<file path="config.mk">
export PLATFORM = sky130hd
export DESIGN_NAME = apb_master_bridge
export DESIGN_NICKNAME = d
export VERILOG_FILES = /design/src/rtl/apb_pkg.sv /design/src/rtl/apb_master_bridge.sv
export SDC_FILE = /design/constraint.sdc
export NUM_CORES = 1
export LEC_CHECK = 0
export ABC_AREA = 0
export BUFFER_PORTS_ARGS = -buffer_cell sky130_fd_sc_hd__buf_2
export CAP_MARGIN = 0
export CORE_UTILIZATION = 30
export CTS_CLUSTER_SIZE = 16
export DETAILED_ROUTE_END_ITERATION = 10
export PLACE_DENSITY = 0.66
export SKIP_LAST_GASP = 1
export SYNTH_ARGS = -nofsm -noshare
export SYNTH_HDL_FRONTEND = slang
export SYNTH_SLANG_ARGS = --single-unit
</file>
<file path="constraint.sdc">
create_clock -name pclk -period 1.9 [get_ports pclk]
set_input_delay 0.38 -clock pclk [delete_from_list [all_inputs] [get_ports pclk]]
set_output_delay 0.38 -clock pclk [all_outputs]
set_load 0.02 [all_outputs]
</file>
<file path="src/rtl/apb_pkg.sv">
// Shared APB definitions: bridge FSM state type and default bus widths.
package apb_pkg;

  typedef enum logic [1:0] {
    APB_IDLE   = 2'd0,
    APB_SETUP  = 2'd1,
    APB_ACCESS = 2'd2,
    APB_RESP   = 2'd3
  } apb_state_t;

  localparam int APB_DEFAULT_ADDR_WIDTH = 32;
  localparam int APB_DEFAULT_DATA_WIDTH = 32;

endpackage

</file>
<file path="src/rtl/apb_master_bridge.sv">
// Request/response stream to APB initiator; one transfer in flight, with an
// optional abort when the slave holds pready low for too long.
module apb_master_bridge
  import apb_pkg::*;
#(
  parameter int ADDR_WIDTH     = APB_DEFAULT_ADDR_WIDTH,
  parameter int DATA_WIDTH     = APB_DEFAULT_DATA_WIDTH,
  parameter int TIMEOUT_CYCLES = 256
) (
  input  logic                  pclk,
  input  logic                  preset_n,
  // request channel
  input  logic                  req_valid,
  output logic                  req_ready,
  input  logic                  req_write,
  input  logic [ADDR_WIDTH-1:0] req_addr,
  input  logic [DATA_WIDTH-1:0] req_wdata,
  // response channel
  output logic                  rsp_valid,
  input  logic                  rsp_ready,
  output logic [DATA_WIDTH-1:0] rsp_rdata,
  output logic                  rsp_err,
  // APB master side
  output logic [ADDR_WIDTH-1:0] paddr,
  output logic                  psel,
  output logic                  penable,
  output logic                  pwrite,
  output logic [DATA_WIDTH-1:0] pwdata,
  input  logic                  pready,
  input  logic [DATA_WIDTH-1:0] prdata
);

  localparam int TW = (TIMEOUT_CYCLES > 0) ? $clog2(TIMEOUT_CYCLES + 1) : 1;
  localparam logic [TW-1:0] TO_LAST = (TIMEOUT_CYCLES > 0) ? TW'(TIMEOUT_CYCLES - 1) : '0;
  localparam bit TO_ENABLED = (TIMEOUT_CYCLES > 0);

  apb_state_t            state_reg, state_next;
  logic [TW-1:0]         cnt_reg;
  logic [ADDR_WIDTH-1:0] paddr_reg;
  logic                  pwrite_reg;
  logic [DATA_WIDTH-1:0] pwdata_reg;
  logic [DATA_WIDTH-1:0] rdata_reg;
  logic                  err_reg;

  logic accept;
  logic access_done;
  logic timeout_hit;

  // Handshake and termination conditions. req_ready is gated by reset so the
  // upstream never sees a ready while the block is held in reset.
  assign req_ready   = preset_n &&
                       ((state_reg == APB_IDLE) || ((state_reg == APB_RESP) && rsp_ready));
  assign accept      = req_valid && req_ready;
  assign access_done = (state_reg == APB_ACCESS) && pready;
  assign timeout_hit = TO_ENABLED && (state_reg == APB_ACCESS) && !pready && (cnt_reg == TO_LAST);

  // Bus and response outputs decode straight from state, so an asynchronous
  // reset drops psel/penable/rsp_valid without waiting for a clock edge.
  assign psel      = (state_reg == APB_SETUP) || (state_reg == APB_ACCESS);
  assign penable   = (state_reg == APB_ACCESS);
  assign rsp_valid = (state_reg == APB_RESP);
  assign paddr     = paddr_reg;
  assign pwrite    = pwrite_reg;
  assign pwdata    = pwdata_reg;
  assign rsp_rdata = rdata_reg;
  assign rsp_err   = err_reg;

  // Next-state logic; RESP with a new request skips IDLE to keep 3-cycle throughput.
  always_comb begin
    state_next = state_reg;
    case (state_reg)
      APB_IDLE:   if (req_valid) state_next = APB_SETUP;
      APB_SETUP:  state_next = APB_ACCESS;
      APB_ACCESS: if (pready || timeout_hit) state_next = APB_RESP;
      APB_RESP:   if (rsp_ready) state_next = req_valid ? APB_SETUP : APB_IDLE;
      default:    state_next = APB_IDLE;
    endcase
  end

  // State register.
  always_ff @(posedge pclk or negedge preset_n) begin
    if (!preset_n) state_reg <= APB_IDLE;
    else           state_reg <= state_next;
  end

  // Capture the request on acceptance; values persist while idle.
  always_ff @(posedge pclk or negedge preset_n) begin
    if (!preset_n) begin
      paddr_reg  <= '0;
      pwrite_reg <= 1'b0;
      pwdata_reg <= '0;
    end else if (accept) begin
      paddr_reg  <= req_addr;
      pwrite_reg <= req_write;
      pwdata_reg <= req_wdata;
    end
  end

  // Wait-state counter: zeroed in SETUP so it starts clean on ACCESS entry.
  always_ff @(posedge pclk or negedge preset_n) begin
    if (!preset_n)                                  cnt_reg <= '0;
    else if (state_reg == APB_SETUP)                cnt_reg <= '0;
    else if ((state_reg == APB_ACCESS) && !pready)  cnt_reg <= cnt_reg + TW'(1);
  end

  // Response capture; held through RESP until the consumer takes it.
  always_ff @(posedge pclk or negedge preset_n) begin
    if (!preset_n) begin
      rdata_reg <= '0;
      err_reg   <= 1'b0;
    end else if (access_done) begin
      rdata_reg <= pwrite_reg ? '0 : prdata;
      err_reg   <= 1'b0;
    end else if (timeout_hit) begin
      rdata_reg <= '0;
      err_reg   <= 1'b1;
    end
  end

endmodule

</file>
=== Word-level counts from Yosys, hierarchy flattened ===
Index checks and enable logic that the tools add are counted.

* Add/subtract/negate cells: 1
* Equal/unequal tests: 7
* Mux-type cells: 12
* Reduce and logical (&&, ||, !) cells: 14

{| class="wikitable"
|+ Operators with widths
! kind !! count
|-
| 2-to-1 mux 32 bit || 3
|-
| 2-to-1 mux 9 bit || 2
|-
| adder 9 x 1 -> 9 bit (second input constant) || 1
|-
| equality test 9 x 8 -> 1 bit (second input constant) || 1
|-
| one-hot mux 2 bit (4 select lines) || 1
|-
| logical AND 1 bit || 6
|-
| 2-to-1 mux 2 bit || 3
|-
| equality test 2 bit (second input constant) || 2
|-
| inequality test 2 x 1 -> 1 bit (second input constant) || 2
|-
| nonzero test 2 bit || 2
|-
| logical OR 1 bit || 3
|-
| 2-to-1 mux 1 bit || 3
|-
| AND reduction 3 bit || 1
|-
| equality test 2 x 1 -> 1 bit (second input constant) || 1
|-
| zero test 2 bit || 1
|-
| inequality test 2 bit (second input constant) || 1
|-
| zero test 1 bit || 1
|}

* Word-level logic and storage cells: 41
* Output and inout bits: 102
* Input bits: 102
* Flip-flop bits (word level): 109

=== Depth between registers and ports, before layout ===
* Depth after elaboration: 6
* Gate-level depth with buffers: 7
* Mapped depth without buffers: 6

=== Worst setup path after synthesis ===
No wires, ideal clock.

* Kind: reg-to-reg
* Start: reg state_reg[0]
* End: reg state_reg[1]
* Stages on the path, launching flop included: 6
* Period minus slack after synthesis: 1823 ps
* Arrival: 1698 ps
* Library setup time: 125 ps
* Data required time: 1775 ps
* Path buffers: 0
* Setup slack: 77 ps
* Path through: dfrtp_1 -> inv_1 -> ha_1 -> or2b_1 -> o211ai_1 -> mux2_2

* Longest elaborated chain between the ends: 6
* Elaborated cells on any way between the ends: 12
* Classes of those cells: eq/ne (6); mux (1); reduce/logical (5)

{| class="wikitable"
|+ Ends and longest elaborated chain
! element !! line !! source
|-
| start: declaration || apb_master_bridge.sv:37 || <nowiki>apb_state_t state_reg, state_next;</nowiki>
|-
| start signal: assignment || apb_master_bridge.sv:83 || <nowiki>else state_reg <= state_next;</nowiki>
|-
| equality test 2 bit * || - ||
|-
| named net penable || apb_master_bridge.sv:26 || <nowiki>output logic penable,</nowiki>
|-
| logical AND 1 bit (2 in a row) || apb_master_bridge.sv:55 || <nowiki>assign timeout_hit = TO_ENABLED && (state_reg == APB_ACCESS) && !pready && (cnt_reg == TO_LAST);</nowiki>
|-
| logical OR 1 bit || apb_master_bridge.sv:74 || <nowiki>APB_ACCESS: if (pready || timeout_hit) state_next = APB_RESP;</nowiki>
|-
| inequality test 2 x 1 -> 1 bit (no source line) || - ||
|-
| AND reduction 3 bit (no source line) || - ||
|}

Mark *: on every way through the listed nets, which the timed path passes. The rest lies on a longest branch.
A chain may end at the register's enable or synchronous reset.

=== Worst setup path after layout ===
* Start: reg state_reg[1]
* End: reg paddr_reg[13] (netlist: paddr[13])

* Longest elaborated chain between the ends: 5
* Elaborated cells on any way between the ends: 6
* Classes of those cells: eq/ne (1); reduce/logical (5)

{| class="wikitable"
|+ Ends and longest elaborated chain
! element !! line !! source
|-
| equality test 2 bit || apb_master_bridge.sv:52 || <nowiki>((state_reg == APB_IDLE) || ((state_reg == APB_RESP) && rsp_ready));</nowiki>
|-
| logical AND 1 bit || apb_master_bridge.sv:52 ||
|-
| logical OR 1 bit * || apb_master_bridge.sv:52 ||
|-
| logical AND 1 bit * || apb_master_bridge.sv:51 || <nowiki>assign req_ready = preset_n &&</nowiki>
|-
| logical AND 1 bit * || apb_master_bridge.sv:53 || <nowiki>assign accept = req_valid && req_ready;</nowiki>
|-
| end signal: assignment || apb_master_bridge.sv:93 || <nowiki>paddr_reg <= req_addr;</nowiki>
|-
| end: declaration || apb_master_bridge.sv:39 || <nowiki>logic [ADDR_WIDTH-1:0] paddr_reg;</nowiki>
|}

Mark *: on every way between the ends. The rest lies on a longest branch, timed or not.

==> run_results.csv <==
group,metric,value,unit
power,leakage,0.00297,uW
timing,relSlewSlack,51.6,%
global_route,grt_usage,13.2,%
synthesis,netlist_area,4240,sq um
worst_setup_path,worst-path-max-fanout,18,
synthesis,synth_seq_cells,109,
place,numPortBuffers,203,
worst_setup_path,slowest_stage,"dfrtp_1",
clock_network,ctsHoldBuffers,0,
synthesis,seq_area_frac_synth,64.3,%
clock_network,max-clock-path-buffers,2,
detailed_routing,viasPerCell,4.54,
timing,finalHoldViolCount,0,
synthesis,synth.distinct_cells,33,
floorplan,dieHeight,121,um
power,peakVddDrop,648,uV
clock_network,cts_buffers,9,
global_route,grt_max_degree,58,
job,drv_cap,0,
timing,slew_violations,0,
timing,clock_skew,9.36,ps
global_route,grt_pass1_vias,3070,
cells_and_area,drive_above_1_share,61.4,%
detailed_routing,vias,3108,
place,dp_slack,-13.9,ps
detailed_routing,wl,9.44,mm
global_route,antenna_found_initial,0,
detailed_routing,dr.first_iter.drc_count,121,
cells_and_area,diodes,0,
synthesis,postSynthCellCount,281,
cells_and_area,mostFrequentLayoutCells,"buf_2 (202), dfrtp_1 (109), mux2_2 (66)",
timing,setup_tns,0,ps
status,status,"finished, final reports clean",
worst_setup_path,crit_chain,"inv_1, ha_1, a21oi_2, nand3b_1, buf_12, buf_12, mux2_2",
floorplan,core,13800,sq um
worst_setup_path,critPathMostFrequentCell,"buf_12",
cells_and_area,area_delta_synth_final,39.4,%
floorplan,pin_count,204,
synthesis,synthesis.nets,390,
detailed_routing,routedWlPerCell,13.8,um
global_route,overflow,0,
clock_network,cts_sinks,109,
cells_and_area,fillers,1292,
detailed_routing,first_pass_iters,4,
clock_network,root_buffer,"clkbuf_16",
worst_setup_path,crit_arrival,2050,ps
clock_network,cts_tree,"yes",
timing,max_freq,548,MHz
worst_setup_path,startpoint_type,"flop",
timing,layout_setup_ws,75.6,ps
floorplan,chipWidth,121,um
detailed_routing,drc_errors,0,
power,power_density,1760,nW/um^2
floorplan,initial_core_util,30.7,%
timing,finalCritPeriodShare,96.0,%
cells_and_area,nets,609,
cells_and_area,multiInputGateArea,1410,sq um
worst_setup_path,critPathRequiredTime,2130,ps
floorplan,rows,43,
floorplan,die_area,14600,sq um
detailed_routing,ant_nets,0,
synthesis,avgSynthCellArea,15.1,sq um
clock_network,cts.clk_slew.worst_paths,70,ps
cells_and_area,regArea,2730,sq um
worst_hold_path,hp-class,"input pin to async pin",
clock_network,clk_latency,350,ps
timing,finalSetupViolCount,0,
place,place_congestion,0.735,
timing,worst_pin_slew,726,ps
place,dp_hpwl,7.11,mm
clock_network,h-tree-depth,3,
worst_setup_path,worst_setup_path_end_kind,"flop",
synthesis,yosys_warnings,0,
worst_setup_path,slowest_delay,400,ps
cells_and_area,mostFrequentLayoutCell,"buf_2",
global_route,grt_first_pass_wirelength,14.9,mm
timing,finalCriticalPeriod,1820,ps
worst_setup_path,path_class,"flop to flop",
layout make-up:
cell class / count / share of cell area, %
inverter: 4 / 0.254
tap: 180 / 3.81
timing repair buffer: 222 / 20.5
clock inverter: 7 / 1.65
multi-input combinational: 154 / 23.9
sequential: 109 / 46.1
clock buffer: 9 / 3.81
power breakdown:
group          internal, uW  switching, uW
Combinational          1990           2540
Clock                  1160            852
Sequential             3380            523
repair_timing:
action,in CTS,in global routing
hold endpoints to repair,0,0
endpoints found under the setup margin,1,65
buffers inserted,2,1
resized for setup,0,2
final timing paths:
check	from	to	slack [ps]	cells past startpoint
setup / recovery	state_reg[1]$_DFFE_PN0P_	paddr[13]$_DFFE_PN0P_	80	7
hold / removal	preset_n	paddr[2]$_DFFE_PN0P_	220	2
setup reg to reg	state_reg[1]$_DFFE_PN0P_	paddr[13]$_DFFE_PN0P_	80	7
hold reg to reg	pwdata[8]$_DFFE_PN0P_	pwdata[8]$_DFFE_PN0P_	500	1
max in group asynchronous	preset_n	pwdata[2]$_DFFE_PN0P_	1170	2
min in group pclk	prdata[7]	rsp_rdata[7]$_DFFE_PN0P_	240	2
metrics by stage:
| stage | utilization (%) | hold slack [ps] | total power [uW] | instance area, sq um | std cells |
|---|---|---|---|---|---|
| floorplan | - | 84.4 | 6790 | 4240 | 281 |
| global placement | 40.2 | 482 | 8340 | 5560 | 666 |
| detailed placement | 40.2 | 487 | 8480 | 5560 | 666 |
| CTS | 42.7 | 219 | 10600 | 5900 | 684 |
| global route | 42.8 | 225 | 11100 | 5910 | 685 |
| finish | 42.8 | 221 | 10400 | 5910 | 685 |
kinds of logic after synthesis:
| kind of cell | synth area share (%) |
|---|---|
| multiplexers | 17.8 |
| AO/OA/AOI/OAI | 9.27 |
| AND/OR/NAND/NOR | 3.51 |
| adder cells (fa/ha/maj) | 2.07 |
| XOR/XNOR | 0.413 |
| buffers and inverters | 2.66 |
| flip-flops | 64.3 |
synthesized netlist by cell type:
cell type / n / share of area (%)
a211oi_1: 1 / 0.18
a21oi_1: 9 / 1.1
a22o_1: 32 / 6.6
a2bb2oi_1: 1 / 0.21
buf_1: 1 / 0.088
buf_2: 3 / 0.35
buf_4: 1 / 0.18
buf_6: 5 / 1.3
clkbuf_1: 4 / 0.35
dfrtp_1: 109 / 64
ha_1: 7 / 2.1
inv_1: 4 / 0.35
mux2_2: 66 / 18
mux2i_1: 1 / 0.24
nand2_1: 6 / 0.53
nand2b_1: 2 / 0.30
nand3_1: 1 / 0.12
nand3b_1: 2 / 0.35
nand4b_1: 1 / 0.21
nor2_1: 5 / 0.44
nor2b_1: 2 / 0.30
nor3_1: 1 / 0.12
o2111ai_1: 1 / 0.21
o211ai_1: 1 / 0.18
o21ai_0: 3 / 0.35
o21ai_1: 1 / 0.12
o31ai_1: 2 / 0.35
or2_2: 1 / 0.15
or2b_1: 1 / 0.18
or3_1: 2 / 0.30
or3_2: 1 / 0.18
or4_1: 2 / 0.35
xnor2_1: 2 / 0.41
layer usage:
layer / global-route usage [%] / vias to the layer above / share of wire (%)
li1: - / 1457 / -
met1: 16.4 / 1512 / 43
met2: 21.4 / 127 / 48
met3: 3.43 / 12 / 7.2
met4: 6.10 / 0 / 1.6
met5: 0 / - / 0
critical path: cells and delay by family, from the launching register on:
family          cells  cell delay [ps]
compound gates      1              130
buf+inv             3              420
simple gates        1              190
fa+ha+maj           1              210
flops               1              400
mux                 1              350
Note: power is estimated with default switching activity, not from simulation.
